<file path="config.mk">
export PLATFORM = sky130hd
export DESIGN_NAME = vga_sync_detector_flat
export DESIGN_NICKNAME = d
export VERILOG_FILES = /design/src/rtl/vga_sync_if.sv /design/src/rtl/vga_sync_detector.sv /design/src/flat_wrapper.sv
export SDC_FILE = /design/constraint.sdc
export NUM_CORES = 1
export LEC_CHECK = 0
export ABC_AREA = 1
export CAP_MARGIN = 20
export CORE_MARGIN = 2
export CORE_UTILIZATION = 52
export CTS_BUF_LIST = sky130_fd_sc_hd__clkbuf_4 sky130_fd_sc_hd__clkbuf_8
export DETAILED_ROUTE_END_ITERATION = 10
export DONT_BUFFER_PORTS = 1
export GPL_ROUTABILITY_DRIVEN = 0
export PLACE_DENSITY_LB_ADDON = 0.1
export SLEW_MARGIN = 5
export SYNTH_ARGS = -nofsm -noshare
export SYNTH_HDL_FRONTEND = slang
export SYNTH_SLANG_ARGS = --single-unit
</file>
<file path="constraint.sdc">
create_clock -name clk -period 2.3 [get_ports clk]
set_input_delay 0.23 -clock clk [delete_from_list [all_inputs] [get_ports clk]]
set_output_delay 0.23 -clock clk [all_outputs]
set_load 0.05 [all_outputs]
</file>
<file path="src/rtl/vga_sync_if.sv">
// vga_sync_if: sync inputs and recovered timing outputs; master drives syncs, slave is the detector
interface vga_sync_if;
  logic        px_ce;
  logic        hsync_in;
  logic        vsync_in;
  logic [11:0] hpos;
  logic [11:0] vpos;
  logic        active;
  logic        locked;
  logic        frame_start;
  logic        err;
  logic [11:0] h_total_meas;
  logic [11:0] v_total_meas;
  modport master (
    output px_ce, hsync_in, vsync_in,
    input  hpos, vpos, active, locked, frame_start, err, h_total_meas, v_total_meas
  );
  modport slave (
    input  px_ce, hsync_in, vsync_in,
    output hpos, vpos, active, locked, frame_start, err, h_total_meas, v_total_meas
  );
endinterface

</file>
<file path="src/rtl/vga_sync_detector.sv">
// vga_sync_detector: measures incoming Hsync/Vsync timing, locks to the expected mode and regenerates hpos/vpos/active
// Ports: clk, rst_n (synchronous, active-low); bus (slave): px_ce, hsync_in, vsync_in in;
//        hpos, vpos, active, locked, frame_start, err, h_total_meas, v_total_meas out
module vga_sync_detector #(
  parameter int H_TOTAL      = 800,
  parameter int V_TOTAL      = 525,
  parameter int H_ACTIVE     = 640,
  parameter int V_ACTIVE     = 480,
  parameter int H_SYNC_START = 704,
  parameter int V_SYNC_START = 523,
  parameter int LOCK_FRAMES  = 2
) (
  input logic      clk,
  input logic      rst_n,
  vga_sync_if.slave bus
);
  localparam logic [11:0] HT  = 12'(H_TOTAL);
  localparam logic [11:0] VT  = 12'(V_TOTAL);
  localparam logic [11:0] HA  = 12'(H_ACTIVE);
  localparam logic [11:0] VA  = 12'(V_ACTIVE);
  localparam logic [11:0] HSS = 12'(H_SYNC_START);
  localparam logic [11:0] VSS = 12'(V_SYNC_START);
  localparam logic [11:0] TMO = 12'(2 * H_TOTAL);
  localparam logic [3:0]  LF  = 4'(LOCK_FRAMES);
  typedef enum logic [1:0] {SEARCH, MEASURE, LOCKED} state_t;
  state_t      state_q;
  logic [1:0]  hs_q, vs_q;
  logic        hs_prev_q, vs_prev_q;
  logic [11:0] hrun_q, hrun_d, hrun_inc, vrun_q, vrun_d, vrun_inc;
  logic [11:0] hpos_q, hpos_d, vpos_q, vpos_d, hmeas_q, vmeas_q;
  logic [3:0]  match_q;
  logic        h_bad_q, h_bad_d, locked_q, fs_q, err_q;
  logic        h_fall, v_fall, line_bad, frame_ok, h_wrap, timeout;
  always_comb begin
    h_fall   = bus.px_ce & hs_prev_q & ~hs_q[1];
    v_fall   = bus.px_ce & vs_prev_q & ~vs_q[1];
    hrun_inc = (&hrun_q) ? hrun_q : hrun_q + 12'd1;
    hrun_d   = !bus.px_ce ? hrun_q : h_fall ? 12'd1 : hrun_inc;
    // fires once, on the pixel where the run since the last Hsync fall reaches two lines
    timeout  = bus.px_ce & ~h_fall & !(&hrun_q) & (hrun_inc == TMO);
    line_bad = h_fall & (hrun_q != HT);
    vrun_inc = (h_fall & !(&vrun_q)) ? vrun_q + 12'd1 : vrun_q;
    vrun_d   = v_fall ? 12'd0 : vrun_inc;
    frame_ok = (vrun_inc == VT) & ~h_bad_q & ~line_bad;
    h_bad_d  = v_fall ? 1'b0 : h_bad_q | line_bad;
    h_wrap   = bus.px_ce & ~h_fall & (hpos_q == HT - 12'd1);
    hpos_d   = h_fall ? HSS : !bus.px_ce ? hpos_q : h_wrap ? 12'd0 : hpos_q + 12'd1;
    vpos_d   = v_fall ? VSS : !h_wrap ? vpos_q : (vpos_q == VT - 12'd1) ? 12'd0 : vpos_q + 12'd1;
  end
  always_ff @(posedge clk) begin
    if (!rst_n) begin
      state_q   <= SEARCH;
      hs_q      <= 2'b11;
      vs_q      <= 2'b11;
      hs_prev_q <= 1'b1;
      vs_prev_q <= 1'b1;
      hrun_q    <= '0;
      vrun_q    <= '0;
      hpos_q    <= '0;
      vpos_q    <= '0;
      hmeas_q   <= '0;
      vmeas_q   <= '0;
      match_q   <= '0;
      h_bad_q   <= 1'b0;
      locked_q  <= 1'b0;
      fs_q      <= 1'b0;
      err_q     <= 1'b0;
    end else begin
      hs_q    <= {hs_q[0], bus.hsync_in};
      vs_q    <= {vs_q[0], bus.vsync_in};
      if (bus.px_ce) begin
        hs_prev_q <= hs_q[1];
        vs_prev_q <= vs_q[1];
      end
      hrun_q  <= hrun_d;
      vrun_q  <= vrun_d;
      hpos_q  <= hpos_d;
      vpos_q  <= vpos_d;
      h_bad_q <= h_bad_d;
      if (h_fall) hmeas_q <= hrun_q;
      if (v_fall) vmeas_q <= vrun_inc;
      fs_q    <= v_fall;
      err_q   <= 1'b0;
      if (timeout) begin
        state_q  <= SEARCH;
        locked_q <= 1'b0;
        err_q    <= state_q == LOCKED;
      end else begin
        case (state_q)
          SEARCH: if (v_fall) begin
            state_q <= MEASURE;
            match_q <= '0;
          end
          MEASURE: if (v_fall) begin
            match_q <= frame_ok ? match_q + 4'd1 : 4'd0;
            if (frame_ok && (match_q + 4'd1 == LF)) begin
              state_q  <= LOCKED;
              locked_q <= 1'b1;
            end
          end
          LOCKED: if (line_bad || (v_fall && !frame_ok)) begin
            state_q  <= MEASURE;
            match_q  <= '0;
            locked_q <= 1'b0;
            err_q    <= 1'b1;
          end
          default: state_q <= SEARCH;
        endcase
      end
    end
  end
  assign bus.hpos         = hpos_q;
  assign bus.vpos         = vpos_q;
  assign bus.active       = locked_q & (hpos_q < HA) & (vpos_q < VA);
  assign bus.locked       = locked_q;
  assign bus.frame_start  = fs_q;
  assign bus.err          = err_q;
  assign bus.h_total_meas = hmeas_q;
  assign bus.v_total_meas = vmeas_q;
endmodule
</file>
<file path="src/flat_wrapper.sv">
// flat-port wrapper written by rule: the top's interface ports become plain ports
module vga_sync_detector_flat 
#(
  parameter int H_TOTAL      = 800,
  parameter int V_TOTAL      = 525,
  parameter int H_ACTIVE     = 640,
  parameter int V_ACTIVE     = 480,
  parameter int H_SYNC_START = 704,
  parameter int V_SYNC_START = 523,
  parameter int LOCK_FRAMES  = 2
)
  (clk, rst_n, bus_px_ce, bus_hsync_in, bus_vsync_in, bus_hpos, bus_vpos, bus_active, bus_locked, bus_frame_start, bus_err, bus_h_total_meas, bus_v_total_meas);
  vga_sync_if bus_i ();
  input logic clk;
  input logic rst_n;
  input wire logic [$bits(bus_i.px_ce)-1:0] bus_px_ce;
  input wire logic [$bits(bus_i.hsync_in)-1:0] bus_hsync_in;
  input wire logic [$bits(bus_i.vsync_in)-1:0] bus_vsync_in;
  output wire logic [$bits(bus_i.hpos)-1:0] bus_hpos;
  output wire logic [$bits(bus_i.vpos)-1:0] bus_vpos;
  output wire logic [$bits(bus_i.active)-1:0] bus_active;
  output wire logic [$bits(bus_i.locked)-1:0] bus_locked;
  output wire logic [$bits(bus_i.frame_start)-1:0] bus_frame_start;
  output wire logic [$bits(bus_i.err)-1:0] bus_err;
  output wire logic [$bits(bus_i.h_total_meas)-1:0] bus_h_total_meas;
  output wire logic [$bits(bus_i.v_total_meas)-1:0] bus_v_total_meas;
  assign bus_i.px_ce = bus_px_ce;
  assign bus_i.hsync_in = bus_hsync_in;
  assign bus_i.vsync_in = bus_vsync_in;
  assign bus_hpos = bus_i.hpos;
  assign bus_vpos = bus_i.vpos;
  assign bus_active = bus_i.active;
  assign bus_locked = bus_i.locked;
  assign bus_frame_start = bus_i.frame_start;
  assign bus_err = bus_i.err;
  assign bus_h_total_meas = bus_i.h_total_meas;
  assign bus_v_total_meas = bus_i.v_total_meas;
  vga_sync_detector #(.H_TOTAL(H_TOTAL), .V_TOTAL(V_TOTAL), .H_ACTIVE(H_ACTIVE), .V_ACTIVE(V_ACTIVE), .H_SYNC_START(H_SYNC_START), .V_SYNC_START(V_SYNC_START), .LOCK_FRAMES(LOCK_FRAMES)) u_core (.clk(clk), .rst_n(rst_n), .bus(bus_i));
endmodule
</file>
Yosys cells after proc, flatten, opt, wreduce, memory -nomap -nowiden
Index checks and enable logic that the tools add are counted.
{ "totals": {"register_bits": 88, "in_bits": 5, "out_inout_bits": 52, "wordCells": 104} }
{ "op_classes": {"n_addsub": 5, "order_cmp": 2, "n_eq_ne": 12, "mux": 26, "bitwise_logic": 22, "n_reduce_logical": 19} }
{ "ops": {"columns": ["op", "n"], "rows": [
  ["12-bit 2-to-1 mux", 5],
  ["12-bit by 1-bit adder with 12-bit output (second input constant)", 4],
  ["10-bit 2-to-1 mux", 4],
  ["12-bit by 10-bit == test with 1-bit output (second input constant)", 3],
  ["12-bit AND reduction", 2],
  ["4-bit 2-to-1 mux", 4],
  ["1-bit bitwise AND", 14],
  ["12-bit by 11-bit == test with 1-bit output (second input constant)", 1],
  ["12-bit by 10-bit < comparator with 1-bit output (second input constant)", 1],
  ["12-bit by 9-bit < comparator with 1-bit output (second input constant)", 1],
  ["12-bit by 10-bit inequality test with 1-bit output (second input constant)", 1],
  ["4-bit one-hot mux with 3 select lines", 1],
  ["2-bit 2-to-1 mux", 4],
  ["4-bit AND reduction", 2],
  ["1-bit NOT", 7],
  ["1-bit 2-to-1 mux", 6],
  ["2-bit by 1-bit inequality test with 1-bit output (second input constant)", 3],
  ["2-bit one-hot mux with 3 select lines", 1],
  ["2-bit nonzero test", 3],
  ["2-bit OR reduction", 3],
  ["5-bit AND reduction", 1],
  ["4-bit by 1-bit adder with 4-bit output (second input constant)", 1],
  ["4-bit by 2-bit == test with 1-bit output (second input constant)", 1],
  ["1-bit zero test", 3],
  ["other kinds (9)", 10]
]} }

Longest topological paths before layout
Gate-level depths: netlist (run 1).
{ "logic_depth": {"ltp_word": 13, "mapped_depth": 18, "ltp_nobuf": 17} }

Least setup slack after synthesis (run 1)
Ideal clock, no wire load.
{ "synth_timing": {"path_kind": "register -> output", "from": "reg u_core.hpos_q[9] (netlist: u_core.bus.hpos[9])", "to": "out bus_active", "arrival_ns": 3.208, "t_required_ns": 2.070, "path_slack_ns": -1.138, "stages_incl_launch_ff": 4, "n_path_buf": 0, "cell_sequence": "dfxtp_1 > nand2_1 > nand2_1 > a2111oi_0"} }
{ "synth_between": {"elab_chain_cells": 3} }
{ "synth_lines": {"columns": ["element", "line", "source"], "rows": [
  ["start, declared", "vga_sync_detector.sv:30", "logic [11:0] hpos_q, hpos_d, vpos_q, vpos_d, hmeas_q, vmeas_q;"],
  ["start signal, assigned", "vga_sync_detector.sv:77", "hpos_q <= hpos_d;"],
  ["12-bit by 10-bit < comparator with 1-bit output", "vga_sync_detector.sv:114", "assign bus.active = locked_q & (hpos_q < HA) & (vpos_q < VA);"],
  ["1-bit bitwise AND (2 in a row)", "vga_sync_detector.sv:114", null],
  ["end, declared", "flat_wrapper.sv:21", "output wire logic [$bits(bus_i.active)-1:0] bus_active;"]
]} }
No other way between the ends.

Worst setup path in the final report (run 1)
{ "layout_timing": {"from": "reg u_core.hrun_q[2]", "to": "reg u_core.match_q[3]"} }
{ "layout_between": {"elab_chain_cells": 9, "elab_cells_between_ends": 20, "classes_between": "add/sub (1); eq/ne (3); mux (4); bitwise (6); reduce/logical (6)"} }
{ "layout_lines": {"columns": ["element", "line", "source"], "rows": [
  ["start, declared", "vga_sync_detector.sv:29", "logic [11:0] hrun_q, hrun_d, hrun_inc, vrun_q, vrun_d, vrun_inc;"],
  ["start signal, assigned", "vga_sync_detector.sv:75", "hrun_q <= hrun_d;"],
  ["parallel branches: the longest is 9 deep, another holds 12-bit by 1-bit adder with 12-bit output", null, null],
  ["end signal, assigned", "vga_sync_detector.sv:95", "match_q <= frame_ok ? match_q + 4'd1 : 4'd0;"],
  ["end, declared", "vga_sync_detector.sv:31", "logic [3:0] match_q;"]
]} }
Several ways; the timed one is not identified. The select of a mux whose other input is x is not followed.
A chain may end at the register's enable or synchronous reset.

==> results of run 1 <==
==> critical path: stages (launching register included) <==
cell	delay, ps
sky130_fd_sc_hd__dfxtp_1	480
sky130_fd_sc_hd__nand3_1	170
sky130_fd_sc_hd__nor2_2	230
sky130_fd_sc_hd__nand2_1	140
sky130_fd_sc_hd__o21ai_0	220
sky130_fd_sc_hd__nand3b_1	130
sky130_fd_sc_hd__nand3_1	130
sky130_fd_sc_hd__nor2_2	60
sky130_fd_sc_hd__a21oi_2	170
sky130_fd_sc_hd__nand3_4	130
sky130_fd_sc_hd__nand2_1	80
sky130_fd_sc_hd__nand2_1	50
sky130_fd_sc_hd__nor2_1	90
==> layout make-up <==
class,instances,share of cell area (%)
Multi-Input combinational cell,438,46.8
Sequential cell,88,34.9
Timing Repair Buffer,38,5.85
Inverter,72,5.35
Clock buffer,11,2.87
Tap cell,105,2.60
Clock inverter,5,1.59
==> power breakdown <==
part	internal, uW	switching, uW
clock	652	561
combinational	88.7	176
sequential	1560	59.0
==> layout by cell type (no fill, tap or decap), types with 3 or more instances in the layout <==
cell type,count
sky130_fd_sc_hd__a211oi_1,5
sky130_fd_sc_hd__a21oi_1,39
sky130_fd_sc_hd__a21oi_2,3
sky130_fd_sc_hd__buf_4,34
sky130_fd_sc_hd__clkbuf_8,10
sky130_fd_sc_hd__dfxtp_1,86
sky130_fd_sc_hd__dlygate4sd3_1,4
sky130_fd_sc_hd__ha_1,8
sky130_fd_sc_hd__inv_1,69
sky130_fd_sc_hd__inv_2,3
sky130_fd_sc_hd__nand2_1,132
sky130_fd_sc_hd__nand2_2,8
sky130_fd_sc_hd__nand3_1,37
sky130_fd_sc_hd__nand3_2,7
sky130_fd_sc_hd__nand3_4,4
sky130_fd_sc_hd__nand3b_1,3
sky130_fd_sc_hd__nand4_1,14
sky130_fd_sc_hd__nor2_1,68
sky130_fd_sc_hd__nor2_2,12
sky130_fd_sc_hd__nor2_4,8
sky130_fd_sc_hd__nor3_1,12
sky130_fd_sc_hd__nor3_2,3
sky130_fd_sc_hd__nor3b_1,5
sky130_fd_sc_hd__o21ai_0,33
sky130_fd_sc_hd__or2_2,7
sky130_fd_sc_hd__xnor2_1,3
sky130_fd_sc_hd__xor2_1,9
==> through the flow <==
step | cells | setup TNS [ps] | setup slack, ps | total power [uW] | cell area, um2
6_report | 757 | 0 | 159 | 3100 | 5050
5_1_grt | 757 | -53.5 | -18.7 | 3210 | 5050
4_1_cts | 754 | 0 | 64.3 | 3110 | 4970
3_5_place_dp | 734 | 0 | 9.82 | 1910 | 4700
3_3_place_gp | 734 | 0 | 82.3 | 1900 | 4700
2_1_floorplan | 614 | 0 | 181 | 1860 | 4420
==> worst paths after layout <==
| check | startpoint | to | depth (start not counted) |
|---|---|---|---|
| setup reg to reg | u_core.hrun_q[2] | u_core.match_q[3] | 12 |
| hold / removal | rst_n | u_core.bus.h_total_meas[0] | 2 |
| setup / recovery | u_core.hrun_q[2] | u_core.match_q[3] | 12 |
| hold reg to reg | u_core.vs_q[0] | u_core.vs_q[1] | 1 |
==> kinds of logic after synthesis <==
logic type	after synthesis	synth area share (%)
AOI/OAI and AO/OA	91	11.4
xor gates and xnor gates	13	2.58
adders and majority gates	8	2.27
buffers and inverters	89	8.22
DFF	88	39.9
and+or+nand+nor	325	35.6
==> state kept, by name, indices dropped and copies added, names as in the netlist <==
signal,cells
u_core.bus.err,1
u_core.bus.frame_start,1
u_core.bus.h_total_meas,12
u_core.bus.hpos,12
u_core.bus.locked,1
u_core.bus.v_total_meas,12
u_core.bus.vpos,12
u_core.h_bad_q,1
u_core.hrun_q,12
u_core.hs_prev_q,1
u_core.hs_q,2
u_core.match_q,4
u_core.state_q,2
u_core.vrun_q,12
u_core.vs_prev_q,1
u_core.vs_q,2
==> routing by layer <==
| metal | part of all wire [%] | GRT usage (%) | vias up |
|---|---|---|---|
| met5 | 0 | 0 | - |
| met4 | 1.3 | 7.74 | 0 |
| met3 | 3.3 | 3.60 | 10 |
| met2 | 50 | 39.0 | 69 |
| met1 | 46 | 30.4 | 1861 |
| li1 | - | - | 2060 |
==> what timing repair did <==
action / CTS / global route
cloned: 0 / 1
setup endpoints to repair: 1 / 13
pin swaps: 0 / 1
resized for setup: 1 / 15
endpoints found under the hold margin: 12 / 0
setup buffers: 0 / 2
hold buffers: 4 / 0
==> flow_results.xml, run 1 <==
<?xml version="1.0" encoding="UTF-8"?>
<metrics>
  <group name="status">
    <metric name="outcome" unit="">completed</metric>
  </group>
  <group name="layout">
    <metric name="finalNetCount" unit="">660</metric>
    <metric name="layout-area-overhead-vs-synth" unit="%">14.4</metric>
    <metric name="multi_input_area" unit="um2">2360</metric>
    <metric name="final-seq-area" unit="um2">1760</metric>
    <metric name="final_core_utilization" unit="%">61.5</metric>
    <metric name="drive_gt1_share" unit="%">17.3</metric>
    <metric name="count_of_filler_cells_inserted_in_the_layout" unit="">762</metric>
    <metric name="antennaDiodeCount" unit="">0</metric>
  </group>
  <group name="timing">
    <metric name="timing.final.setup_violations" unit="">0</metric>
    <metric name="maximum_clock_rate" unit="MHz">467</metric>
    <metric name="timing.final.crit_share" unit="%">93.1</metric>
    <metric name="holdWs" unit="ps">9.29</metric>
    <metric name="slew-limit-headroom" unit="%">57.7</metric>
    <metric name="finClkSkew" unit="ps">17.4</metric>
    <metric name="timing_hold_violations_final" unit="">0</metric>
    <metric name="slew_viol_final" unit="">0</metric>
    <metric name="finalWorstPathRequiredPeriod" unit="ps">2140</metric>
    <metric name="worst-slew-pin-transition" unit="ps">634</metric>
  </group>
  <group name="power_and_ir_drop">
    <metric name="leakage" unit="uW">0.00203</metric>
    <metric name="p_per_area" unit="nW/um2">614</metric>
    <metric name="worst_ir_drop_on_vdd" unit="uV">336</metric>
  </group>
  <group name="floorplan">
    <metric name="floorplan.die.height" unit="um">96.1</metric>
    <metric name="dieArea" unit="um2">9240</metric>
    <metric name="dieWidth" unit="um">96.1</metric>
    <metric name="start_util" unit="%">53.7</metric>
    <metric name="io_pins" unit="">57</metric>
    <metric name="placement_rows" unit="">33</metric>
    <metric name="core-area" unit="um2">8220</metric>
  </group>
  <group name="synth">
    <metric name="postSynth.asyncResetShare" unit="%">0</metric>
    <metric name="post_synth.cell_area_avg" unit="um2">7.19</metric>
    <metric name="syn-cell-area" unit="um2">4410</metric>
    <metric name="syn-num-nets" unit="">627</metric>
    <metric name="netlist.top_cell.by_area" unit="">sky130_fd_sc_hd__dfxtp_1</metric>
    <metric name="yosysSeqAreaShare" unit="%">39.9</metric>
    <metric name="synth.top_cells.by_area" unit="">sky130_fd_sc_hd__dfxtp_1 (40%), sky130_fd_sc_hd__nand2_1 (11%), sky130_fd_sc_hd__nor2_1 (6.1%)</metric>
    <metric name="postSynthRegisterBits" unit="">88</metric>
    <metric name="synth_ff_type" unit="">sky130_fd_sc_hd__dfxtp_1</metric>
    <metric name="yosys_warnings" unit="">0</metric>
    <metric name="synth_enable_flop_cells" unit="">0</metric>
    <metric name="yosysMostFrequentCell" unit="">sky130_fd_sc_hd__nand2_1</metric>
    <metric name="netlist_instances" unit="">614</metric>
    <metric name="synth_top_cells_by_count" unit="">sky130_fd_sc_hd__nand2_1 (132), sky130_fd_sc_hd__dfxtp_1 (88), sky130_fd_sc_hd__nor2_1 (72)</metric>
    <metric name="area_share_of_the_largest_cell_type_after_synthesis" unit="%">39.9</metric>
    <metric name="yosys.cell_types.count" unit="">41</metric>
  </group>
  <group name="worst_setup_path">
    <metric name="critPathArrivalTime" unit="ps">2430</metric>
    <metric name="critical_path_class" unit="">register to register</metric>
    <metric name="launching_element_type_of_the_critical_path" unit="">register</metric>
    <metric name="critPathMaxFanout" unit="">8</metric>
    <metric name="worstPathRequired" unit="ps">2590</metric>
    <metric name="setup.reg_to_reg.worst_slack" unit="ps">160</metric>
    <metric name="setup.worst_path.end_class" unit="">register</metric>
  </group>
  <group name="placement">
    <metric name="half_perimeter_wire_length_after_detailed_placement" unit="um">7480</metric>
    <metric name="placement.io_buffers" unit="">0</metric>
  </group>
  <group name="global_routing">
    <metric name="wire_length_of_the_first_global_routing_pass" unit="um">16900</metric>
    <metric name="antenna_violations_before_repair" unit="">0</metric>
    <metric name="number_of_global_route_vias_before_repair" unit="">3654</metric>
    <metric name="globalRouteOverflowTotal" unit="">0</metric>
    <metric name="grt.total_usage" unit="%">23.2</metric>
    <metric name="pin_count_of_the_biggest_net_entering_global_routing" unit="">25</metric>
  </group>
  <group name="job">
    <metric name="maxCapViolCount" unit="">0</metric>
  </group>
  <group name="routing">
    <metric name="drt-total-wl" unit="um">10500</metric>
    <metric name="wl_per_cell" unit="um">13.9</metric>
    <metric name="antenna_left" unit="">0</metric>
    <metric name="via_per_inst" unit="">5.28</metric>
    <metric name="detail_route.drc_violations" unit="">0</metric>
    <metric name="total_via_count_after_detailed_routing" unit="">4000</metric>
    <metric name="drt-pass1-iter-count" unit="">5</metric>
    <metric name="initialDrtViolationCount" unit="">209</metric>
  </group>
  <group name="clock_network">
    <metric name="tritoncts" unit="">built</metric>
    <metric name="clk_root_buffer_cell" unit="">sky130_fd_sc_hd__clkbuf_8</metric>
    <metric name="cts_buffers" unit="">9</metric>
    <metric name="cts_max_path_buffers" unit="">2</metric>
    <metric name="cts_sinks" unit="">88</metric>
    <metric name="worst_skew_pair.late_latency" unit="ps">360</metric>
    <metric name="cts_max_level" unit="">3</metric>
    <metric name="clk_pin_slew_worst_paths" unit="ps">90</metric>
  </group>
  <group name="hold_path">
    <metric name="hold_path_class" unit="">primary input to register</metric>
  </group>
</metrics>
No activity file was read; power rests on OpenSTA's default activity.
==> run 2, diff against run 1 <==
--- a/config.mk
+++ b/config.mk
@@ -8,7 +8,7 @@
 export ABC_AREA = 1
 export CAP_MARGIN = 20
 export CORE_MARGIN = 2
-export CORE_UTILIZATION = 52
+export CORE_UTILIZATION = 66
 export CTS_BUF_LIST = sky130_fd_sc_hd__clkbuf_4 sky130_fd_sc_hd__clkbuf_8
 export DETAILED_ROUTE_END_ITERATION = 10
 export DONT_BUFFER_PORTS = 1
==> run 2 against run 1 <==
  * Clock power is 15% lower
  * Critical endpoint is now u_core.state_q[1]
  * The run now ends with design-rule violations left
  * Routed wire length up 1.8%
  * Global-route usage grew 6.1 points
  * Maximum frequency is 1.6% lower
==> flow_results.xml, run 2 (same netlist as run 1, synthesis figures left out) <==
<?xml version="1.0" encoding="UTF-8"?>
<metrics>
  <group name="floorplan">
    <metric name="core-area" unit="um2">6420</metric>
    <metric name="floorplan.die.height" unit="um">85.8</metric>
    <metric name="dieWidth" unit="um">85.8</metric>
    <metric name="placement_rows" unit="">29</metric>
    <metric name="io_pins" unit="">57</metric>
    <metric name="dieArea" unit="um2">7360</metric>
    <metric name="start_util" unit="%">68.7</metric>
  </group>
  <group name="timing">
    <metric name="final.setup.tns" unit="ps">0</metric>
    <metric name="maximum_clock_rate" unit="MHz">460</metric>
    <metric name="slew-limit-headroom" unit="%">58.5</metric>
    <metric name="holdWs" unit="ps">7.35</metric>
    <metric name="timing_hold_violations_final" unit="">0</metric>
    <metric name="worst-slew-pin-transition" unit="ps">621</metric>
    <metric name="finalWorstPathRequiredPeriod" unit="ps">2180</metric>
    <metric name="finClkSkew" unit="ps">16.8</metric>
    <metric name="post-route-worst-setup-slack" unit="ps">125</metric>
    <metric name="timing.final.crit_share" unit="%">94.6</metric>
    <metric name="slew_viol_final" unit="">0</metric>
    <metric name="timing.final.setup_violations" unit="">0</metric>
  </group>
  <group name="hold_path">
    <metric name="hold_path_class" unit="">primary input to register</metric>
    <metric name="min_delay_path_depth" unit="">2</metric>
    <metric name="hold_path_startpoint" unit="">rst_n</metric>
  </group>
  <group name="routing">
    <metric name="via_per_inst" unit="">5.72</metric>
    <metric name="total_via_count_after_detailed_routing" unit="">4203</metric>
    <metric name="wl_per_cell" unit="um">14.6</metric>
    <metric name="drt-total-wl" unit="um">10700</metric>
    <metric name="drt-pass1-iter-count" unit="">8</metric>
    <metric name="antenna_left" unit="">0</metric>
    <metric name="detail_route.drc_violations" unit="">3</metric>
    <metric name="initialDrtViolationCount" unit="">243</metric>
  </group>
  <group name="clock_network">
    <metric name="clk_pin_slew_worst_paths" unit="ps">80</metric>
    <metric name="cts_buffers" unit="">9</metric>
    <metric name="cts_sinks" unit="">88</metric>
    <metric name="tritoncts" unit="">built</metric>
    <metric name="cts_max_level" unit="">3</metric>
    <metric name="cts_max_path_buffers" unit="">2</metric>
    <metric name="clk_root_buffer_cell" unit="">sky130_fd_sc_hd__clkbuf_8</metric>
    <metric name="worst_skew_pair.late_latency" unit="ps">360</metric>
  </group>
  <group name="worst_setup_path">
    <metric name="critPathArrivalTime" unit="ps">2430</metric>
    <metric name="critPathMaxFanout" unit="">5</metric>
    <metric name="worst_reg_to_reg_path_cell_count" unit="">16</metric>
    <metric name="setup.worst_path.end_class" unit="">register</metric>
    <metric name="critical_path_class" unit="">register to register</metric>
    <metric name="worstPathRequired" unit="ps">2550</metric>
    <metric name="worstReg2RegStart" unit="">u_core.vrun_q[0]</metric>
    <metric name="cp-startpoint" unit="">u_core.vrun_q[0]</metric>
    <metric name="launching_element_type_of_the_critical_path" unit="">register</metric>
  </group>
  <group name="global_routing">
    <metric name="antenna_violations_before_repair" unit="">0</metric>
    <metric name="number_of_global_route_vias_before_repair" unit="">3874</metric>
    <metric name="grt.total_usage" unit="%">29.3</metric>
    <metric name="globalRouteOverflowTotal" unit="">0</metric>
    <metric name="wire_length_of_the_first_global_routing_pass" unit="um">17500</metric>
    <metric name="pin_count_of_the_biggest_net_entering_global_routing" unit="">24</metric>
  </group>
  <group name="status">
    <metric name="outcome" unit="">finished, violations left</metric>
    <metric name="violations" unit="">design-rule violations</metric>
  </group>
  <group name="layout">
    <metric name="count_of_filler_cells_inserted_in_the_layout" unit="">467</metric>
    <metric name="drive_gt1_share" unit="%">18.4</metric>
    <metric name="finalNetCount" unit="">666</metric>
    <metric name="antennaDiodeCount" unit="">0</metric>
    <metric name="final_cell_mix" unit="">sky130_fd_sc_hd__nand2_1 (132), sky130_fd_sc_hd__dfxtp_1 (82), sky130_fd_sc_hd__inv_1 (69), sky130_fd_sc_hd__nor2_1 (69)</metric>
    <metric name="layout-area-overhead-vs-synth" unit="%">14.7</metric>
    <metric name="most_frequent_standard_cell_in_the_layout_excluding_fill_and_tap_cells" unit="">sky130_fd_sc_hd__nand2_1</metric>
  </group>
  <group name="placement">
    <metric name="half_perimeter_wire_length_after_detailed_placement" unit="um">7540</metric>
    <metric name="dp_worst_setup_slack" unit="ps">3.49</metric>
    <metric name="placement.io_buffers" unit="">0</metric>
  </group>
  <group name="job">
    <metric name="maxCapViolCount" unit="">0</metric>
  </group>
  <group name="power_and_ir_drop">
    <metric name="leakage" unit="uW">0.00206</metric>
    <metric name="worst_ir_drop_on_vdd" unit="uV">504</metric>
    <metric name="post-layout-total-power" unit="uW">2930</metric>
    <metric name="p_per_area" unit="nW/um2">578</metric>
  </group>
</metrics>
==> run 2: metrics by stage <==
step | cell area, um2 | cells | util (%)
final | 5060 | 735 | 78.8
after global routing | 5060 | 735 | 78.8
after CTS | 4940 | 730 | 76.9
after detailed placement | 4690 | 709 | 73.0
after global placement | 4690 | 709 | 73.0
after floorplan | 4420 | 614 | -
==> run 2: cell type report <==
class	instances	area (um2)	area share, %
multi-input combinational	438	2390	47.2
inverter	72	270	5.34
clock inverter	4	27.5	0.544
timing repair buffer	44	345	6.82
sequential	88	1770	35.0
tap	77	96.3	1.90
clock buffer	12	165	3.26
==> run 2: repair_timing <==
item,CTS,global route
hold buffers,5,1
buffers inserted,0,3
endpoints found under the setup margin,3,29
resized for setup,1,21
hold endpoints to repair,9,1
gates cloned,0,1
pin swaps,0,2
==> run 2: path summary, 6_finish.rpt <==
| check | slack [ps] | end |
|---|---|---|
| hold reg to reg | 440 | u_core.hs_q[1] |
| setup / recovery | 120 | u_core.state_q[1] |
| hold / removal | 7 | u_core.bus.h_total_meas[0] |
| setup reg to reg | 120 | u_core.state_q[1] |
==> run 2: critical path, stage by stage, from the launching register on <==
cell and delay (ps):
sky130_fd_sc_hd__dfxtp_2 370, sky130_fd_sc_hd__ha_1 180, sky130_fd_sc_hd__inv_1 90, sky130_fd_sc_hd__nor2_4 190
sky130_fd_sc_hd__nand3_4 150, sky130_fd_sc_hd__nand2_4 110, sky130_fd_sc_hd__nand2_1 50, sky130_fd_sc_hd__nand2_1 100
sky130_fd_sc_hd__nand3_1 130, sky130_fd_sc_hd__nor2_4 150, sky130_fd_sc_hd__nand3_2 90, sky130_fd_sc_hd__nand2_4 90
sky130_fd_sc_hd__nand3_4 90, sky130_fd_sc_hd__nand3_1 130, sky130_fd_sc_hd__nand2_1 60, sky130_fd_sc_hd__nand2_1 50
sky130_fd_sc_hd__inv_1 40
==> run 2: metal layers <==
metal	track usage [%]	wire length [um]	share of wire, %
met1	35.7	4430	41
met2	52.9	5630	53
met3	6.35	541	5.1
met4	6.78	114	1.1
met5	0	0	0
==> run 2: power by group <==
part | leakage (uW) | switching, uW | internal (uW)
registers | 0.000716 | 57.8 | 1560
clock network | 0.000102 | 547 | 482
logic | 0.00124 | 182 | 93.5
